### config.mk
export PLATFORM = sky130hd
export DESIGN_NAME = vector_addr_sequencer
export DESIGN_NICKNAME = d
export VERILOG_FILES = /design/src/rtl/vector_addr_sequencer.sv
export SDC_FILE = /design/constraint.sdc
export NUM_CORES = 1
export LEC_CHECK = 0
export CAP_MARGIN = 5
export CORE_AREA = 2 2 49 51
export CTS_BUF_LIST = sky130_fd_sc_hd__clkbuf_16
export CTS_CLUSTER_SIZE = 28
export DETAILED_ROUTE_END_ITERATION = 16
export DIE_AREA = 0 0 51 53
export PLACE_DENSITY = 0.72
export SYNTH_ARGS = -nofsm -noshare
export SYNTH_HDL_FRONTEND = slang
export SYNTH_SLANG_ARGS = --single-unit
### constraint.sdc
create_clock -name clk -period 2.7 [get_ports clk]
set_clock_uncertainty 0.15 [all_clocks]
set_input_delay 0.27 -clock clk [delete_from_list [all_inputs] [get_ports clk]]
set_output_delay 0.27 -clock clk [all_outputs]
set_load 0.05 [all_outputs]
### src/rtl/vector_addr_sequencer.sv
// vector_addr_sequencer
//   Element/address sequencer for the vector memory stage. A start command
//   walks operand memory from a base address and issues one element address
//   per unstalled cycle: VLEN elements for a vector op, 1 for a scalar op.
//   counter_o and op_type_o feed the downstream completion-flag compare.
//
// Ports
//   clk, rst              clock (rising edge), async active-high reset
//   start                 start request, sampled only in IDLE
//   op_type               1 = vector (VLEN elements), 0 = scalar (1 element)
//   base_addr [N-1:0]     first element address
//   stride    [N-1:0]     address step (honoured only with ADDR_SEQ_STRIDE_EN)
//   stall                 hold issue this cycle
//   addr_o    [N-1:0]     current element address
//   valid_o               addr_o is a live element
//   counter_o [N-1:0]     elements issued in current/last op
//   op_type_o             latched op_type of current/last op
//   busy_o                state is RUN or DONE
//   done_o                one-cycle pulse after the last element issues
//
// Build option
//   ADDR_SEQ_STRIDE_EN    defined: addr_o advances by the stride latched at
//                         start. Undefined: stride is ignored, step is 1.
module vector_addr_sequencer #(
  parameter int N    = 6,
  parameter int VLEN = 20
) (
  input  logic         clk,
  input  logic         rst,
  input  logic         start,
  input  logic         op_type,
  input  logic [N-1:0] base_addr,
  input  logic [N-1:0] stride,
  input  logic         stall,
  output logic [N-1:0] addr_o,
  output logic         valid_o,
  output logic [N-1:0] counter_o,
  output logic         op_type_o,
  output logic         busy_o,
  output logic         done_o
);

  typedef enum logic [1:0] {IDLE, RUN, DONE} state_t;

  state_t       state, state_nxt;
  logic [N-1:0] last_idx;
  logic [N-1:0] step;
  logic         issue;

  // Index of the final element for the latched op.
  assign last_idx = op_type_o ? N'(VLEN - 1) : '0;
  assign issue    = (state == RUN) && !stall;

`ifdef ADDR_SEQ_STRIDE_EN
  logic [N-1:0] stride_q;
  assign step = stride_q;
`else
  logic unused_stride;
  assign unused_stride = ^stride;
  assign step = N'(1);
`endif

  always_ff @(posedge clk or posedge rst) begin
    if (rst) state <= IDLE;
    else     state <= state_nxt;
  end

  always_comb begin
    state_nxt = state;
    case (state)
      IDLE:    if (start) state_nxt = RUN;
      RUN:     if (issue && counter_o == last_idx) state_nxt = DONE;
      DONE:    state_nxt = IDLE;
      default: state_nxt = IDLE;
    endcase
  end

  // Status flags are registered copies of the next state so every output
  // lines up with the state it describes.
  always_ff @(posedge clk or posedge rst) begin
    if (rst) begin
      addr_o    <= '0;
      valid_o   <= 1'b0;
      counter_o <= '0;
      op_type_o <= 1'b0;
      busy_o    <= 1'b0;
      done_o    <= 1'b0;
`ifdef ADDR_SEQ_STRIDE_EN
      stride_q  <= '0;
`endif
    end else begin
      valid_o <= (state_nxt == RUN);
      busy_o  <= (state_nxt != IDLE);
      done_o  <= (state_nxt == DONE);
      if (state == IDLE && start) begin
        op_type_o <= op_type;
        addr_o    <= base_addr;
        counter_o <= '0;
`ifdef ADDR_SEQ_STRIDE_EN
        stride_q  <= stride;
`endif
      end else if (issue) begin
        counter_o <= counter_o + N'(1);
        // Hold the last issued address once the final element goes out.
        if (counter_o != last_idx) addr_o <= addr_o + step;
      end
    end
  end

endmodule

# == After elaboration in Yosys (flattened, before gate mapping) ==
# Index checks and enable logic that the tools add are counted.
# word_totals
romBits,0
elab_cells,32
out_inout_bits,16
mem_bits_rw,0
register_bits,18
inputBits,17
latchBits,0
n_memories,0
# classes
muxes,9
div,0
n_lt_le_gt_ge,0
reduce_logical,9
mul,0
n_bitwise,0
addsub,2
n_eq_ne,5
shifts,0
# op_table
op,count
2-to-1 mux 6 bit,5
adder 6 x 1 -> 6 bit (second input constant),2
== test 6 x 5 -> 1 bit,1
!= test 6 x 5 -> 1 bit,1
nonzero test 2 bit,3
2-to-1 mux 5 bit,1
== test 2 x 1 -> 1 bit (second input constant),2
2-to-1 mux 2 bit,2
one-hot mux 2 bit (2 select lines),1
logical AND 1 bit,3
== test 2 bit (second input constant),1
logical NOT 2 bit,1
AND reduction 2 bit,1
logical NOT 1 bit,1

# == Logic depth before layout (Yosys ltp) ==
# depth
depth_word,6
depth_mapped,5
ltp_nobuf,4

# == Worst setup path before layout ==
# Ideal clock, no wire load.
# synth_timing
kind,reg2reg
start,register counter_o[0]
end,register state[0]
t_required_ns,2.424
synth_period_minus_slack_ns,2.275
setup_slack_ns,0.425
setup_ns,0.126
arrival_ns,1.999
n_path_buf,1
path_stages_with_launch,6
cell_sequence,dfrtp_1 or4_4 a2111oi_4 buf_6 and2_2 nor3_1
# synth_between
elab_chain_len,4
# synth_lines
item,line_no,text
"start, declared",37,"output logic [N-1:0] counter_o,"
"start signal, assigned",103,counter_o <= counter_o + N'(1);
== test 6 x 5 -> 1 bit,72,RUN: if (issue && counter_o == last_idx) state_nxt = DONE;
logical AND 1 bit,72,
2-to-1 mux 2 bit,72,
one-hot mux 2 bit (2 select lines),70,case (state)
via state_nxt[0],45,"state_t state, state_nxt;"
"end signal, assigned",65,else state <= state_nxt;
"end, declared",45,
# The timed path passes the listed nets, and every way through them passes these cells.
# A chain may end at the register's enable or synchronous reset.

# == Worst setup path in the final report ==
# layout_timing
start,register counter_o[0]
end,register addr_o[1]
# layout_between
elab_chain_len,3
# layout_lines
item,line_no,text
!= test 6 x 5 -> 1 bit,105,if (counter_o != last_idx) addr_o <= addr_o + step;
nonzero test 2 bit (no line),n/a,
AND reduction 2 bit (no line),n/a,
"end signal, assigned",97,addr_o <= base_addr;
"end signal, assigned",105,
"end, declared",35,"output logic [N-1:0] addr_o,"
# No other way between the ends.

==> Flow_metrics.wiki <==
{| class="wikitable"
! Metric !! Value
|-
| Net Sw Frac || 45.5%
|-
| R2R Path Start || counter_o[0]$_DFFE_PP0P_
|-
| GRT overflow || 0
|-
| Depth of the CTS H-tree || 1
|-
| Fraction of final layout cells sized beyond drive strength 1 || under 10%
|-
| Final-stage net count || 138
|-
| CTS max path bufs || 2
|-
| Count of mapped cells out of synthesis || a little under 90
|-
| Detailed-route via count || 747
|-
| Post-Synth Adder-Cell Area || 2.83%
|-
| Critical path launch point || counter_o[0]$_DFFE_PP0P_
|-
| Antenna Violating Nets Remaining || 0
|-
| Largest net degree at the start of global routing || 19
|-
| Layout-stage area growth over the synthesis result || 42.7%
|-
| Number of storage elements in the synthesis netlist || 18
|-
| Multiplexer fraction of the synthesized cell area || 0%
|-
| Category of the critical setup timing path || flop to flop
|-
| GRT met2 Usage || 29.4%
|-
| Max-cap check violation count || 0
|-
| Most common library cell in the layout ignoring fill and taps || clkdlybuf4s50_1
|-
| Count of warnings emitted by yosys || 0
|-
| Switch Pwr || roughly 0.00076 W
|-
| Number of buffers created by CTS || 3
|-
| Die span in y || 53 um
|-
| Area of the placeable core || 0.00215 mm^2
|-
| Die area || 0.00270 mm^2
|-
| Combined area of the multi-input logic cells || 412 um^2
|-
| Post-synthesis simple-gate area fraction || between 20% and 30%
|-
| Crit path DAT || 2.12 ns
|-
| Total wirelength of the detailed-routed design || 1920 um
|-
| Number of DRC markers in iteration 0 || 6
|-
| Number of max-slew violations in the final report || 0
|-
| Worst Path Required || 2.71 ns
|-
| Standby leakage power || 0.521 nW
|-
| Highest-count cells in the layout ignoring fill and taps || 26 x clkdlybuf4s50_1, 18 x dfrtp_1, 11 x nor2_1
|-
| Resize count post-CTS || 0
|-
| Max FO, Critical Path || 14
|-
| Cell-by-cell trace of the critical path || or4_4 -> a2111oi_4 -> buf_4 -> o21ai_1 -> a31oi_1
|-
| Number of stages on the worst setup path || 5
|-
| GRT Resource Usage Total || 16.5%
|-
| Share of synthesized area occupied by flip-flops and latches || 50.9%
|-
| HPWL after detailed placement || 1370 um
|-
| Net count after synthesis || about 110
|-
| Outcome || completed
|-
| Overall die width || 51 um
|-
| CTS root buffer || clkbuf_16
|-
| Met3 Use GR || 3.95%
|-
| Fill cell total of the finished layout || 183
|-
| Unrepaired setup endpoints after global routing || no
|-
| Crit end category || flop
|-
| Sequential fraction of design power || 29.5%
|-
| CTS Sinks || 18
|-
| Worst Setup Slack, final || between 0.5 and 0.6 ns
|-
| Number of library cell types mapped by synthesis || 27
|-
| Clock latency on the worst-skew pair || ~0.25 ns
|-
| Antenna violations before repair || 0
|-
| Avg Inst Size Synth || between 10 and 15 um^2
|-
| Final cycle utilization of the critical path || 78.2%
|-
| Setup bufs post-CTS || 0
|-
| Clock slew at the register clock pins of the worst setup and hold paths || 0.05 ns
|-
| Pre-Repair DR Iteration Count || 4
|-
| Post-placement worst setup slack || about 0.45 ns
|-
| Final critical-path required period || between 2 and 2.5 ns
|-
| Worst R2R Setup Slack || 0.59 ns
|-
| Synthesized-area fraction occupied by xor and xnor cells || 4.95%
|-
| CP max stage delay || 0.57 ns
|-
| Max_slew headroom || 55.5%
|-
| Main combinational cell family by area after synthesis || simple AND/OR/NAND/NOR gates
|-
| Clock power share || between 10% and 20%
|-
| Via-to-Cell Ratio || ~5.1
|-
| Tightest Hold Check Type || input port to async pin
|-
| Total negative slack || 0 ns
|-
| Synth Flop Type || dfrtp_1
|-
| Achievable clock frequency || 474 MHz
|-
| Setup violation total in the final timing report || 0
|-
| I/O Pins || 33
|-
| RD Place Congestion || about 0.76
|-
| Antenna diode count || 0
|-
| CP Buf/Inv Count || 1
|-
| Area of the mapped netlist || 885 um^2
|-
| Depth of the most critical reg-to-reg path || 5
|-
| Slew of the pin with the lowest slew margin || 0.667 ns
|-
| Met1 track utilization from global routing || 17.9%
|-
| Share of flip-flops with an asynchronous set or reset || between 90% and 100%
|-
| Number of hold violations in the final report || 0
|-
| Number of enable flip-flop cells after synthesis || 0
|-
| Comb pwr share || between 50% and 60%
|-
| TritonCTS clock tree || done
|-
| Type of element launching the critical path || flop
|-
| Number of hold buffers added after cts || 0
|-
| First-pass GRT wire length || 3190 um
|-
| Capture instance of the worst register-to-register path || addr_o[1]$_DFFE_PP0P_
|-
| Kind of cell adding the most delay to the critical path || compound AO/OA/AOI/OAI gates
|-
| Site row count || 17
|-
| Internal || 0.000904 W
|-
| Maximum vdd ir drop || 584 uV
|-
| Post-route DRC || 0
|-
| Via count of the first global-routing pass || 711
|-
| Post-Route Utilization || between 50% and 60%
|-
| Routed WL per cell || 13.2 um
|-
| Most heavily used metal layer in global routing || met2
|-
| Compound-gate portion of the synthesized area || 10.5%
|-
| Power density relative to cell area || 1310 mW/mm^2
|-
| CP max stage cell || or4_4
|-
| # port buffers || 26
|-
| Register area || 450 um^2
|-
| Initial core utilization || 41.2%
|}
per-layer routing:
metal / share of wire (%) / vias up
li1: - / 373
met3: 4.2 / 5
met4: 2.4 / 0
met2: 52 / 17
met1: 41 / 352
met5: 0 / -
power groups by stage:
| stage | registers [W] | clock network [W] | logic (W) |
|---|---|---|---|
| after floorplan | 0.000786 | 0 | 0.000302 |
| after detailed placement | 0.000494 | 0 | 0.000876 |
| final | 0.000489 | 0.000295 | 0.000875 |
| after global routing | 0.000510 | 0.000313 | 0.000942 |
| after CTS | 0.000490 | 0.000302 | 0.000879 |
| after global placement | 0.000485 | 0 | 0.000863 |
worst max path at each step:
stage                                       end  slack (ns)
after floorplan              state[0]$_DFF_PP0_        0.42
after global placement    addr_o[5]$_DFFE_PP0P_        0.50
after CTS                 addr_o[1]$_DFFE_PP0P_        0.58
after detailed placement  addr_o[5]$_DFFE_PP0P_        0.45
final                     addr_o[1]$_DFFE_PP0P_        0.59
after global routing      addr_o[1]$_DFFE_PP0P_        0.47
worst register-to-register path, stage by stage (launching register included):
cell and delay (ns):
dfrtp_1 0.45, or4_4 0.57, a2111oi_4 0.35, buf_4 0.23, o21ai_1 0.09, a31oi_1 0.19
flip-flops by register name, summed over array words and instances (netlist names):
name / flops
done_o: 1
counter_o: 6
op_type_o: 1
state: 2
addr_o: 6
valid_o: 1
busy_o: 1
layout make-up:
class | instances | share of cell area, %
Tap cell | 28 | 2.78
Timing Repair Buffer | 29 | 22.4
Sequential cell | 18 | 35.7
Clock inverter | 1 | 0.297
Clock buffer | 3 | 5.95
Multi-Input combinational cell | 66 | 32.6
Inverter | 1 | 0.297
kinds of logic after synthesis:
kind of cell,after synthesis
DFF,18
and+or+nand+nor,47
AOI/OAI and AO/OA,12
xor gates and xnor gates,5
buffers and inverters,4
adders and majority gates,2
synth_stat cells, types with 2 or more instances:
master    number  area share (%)
xor2_1         4             4.0
o21ai_1        4             2.3
ha_1           2             2.8
nor3b_1        2             1.7
o211ai_1       2             1.7
dfrtp_1       18              51
nor2_1        11             4.7
a31oi_1        4             2.8
nand3_1        3             1.7
or3_1          6             4.2
nand2_1       10             4.2
clkbuf_1       2            0.85
nor3_1         2             1.1
nand4_1        5             3.5
through the flow:
| step | cells | power, W | area [um^2] | hold slack (ns) |
|---|---|---|---|---|
| floorplan | 88 | 0.00109 | 885 | 0.0586 |
| global route | 146 | 0.00176 | 1260 | 0.353 |
| finish | 146 | 0.00166 | 1260 | 0.269 |
| CTS | 146 | 0.00167 | 1260 | 0.302 |
| global placement | 142 | 0.00135 | 1180 | 0.376 |
| detailed placement | 142 | 0.00137 | 1180 | 0.391 |
No activity file was read; power rests on OpenSTA's default activity.
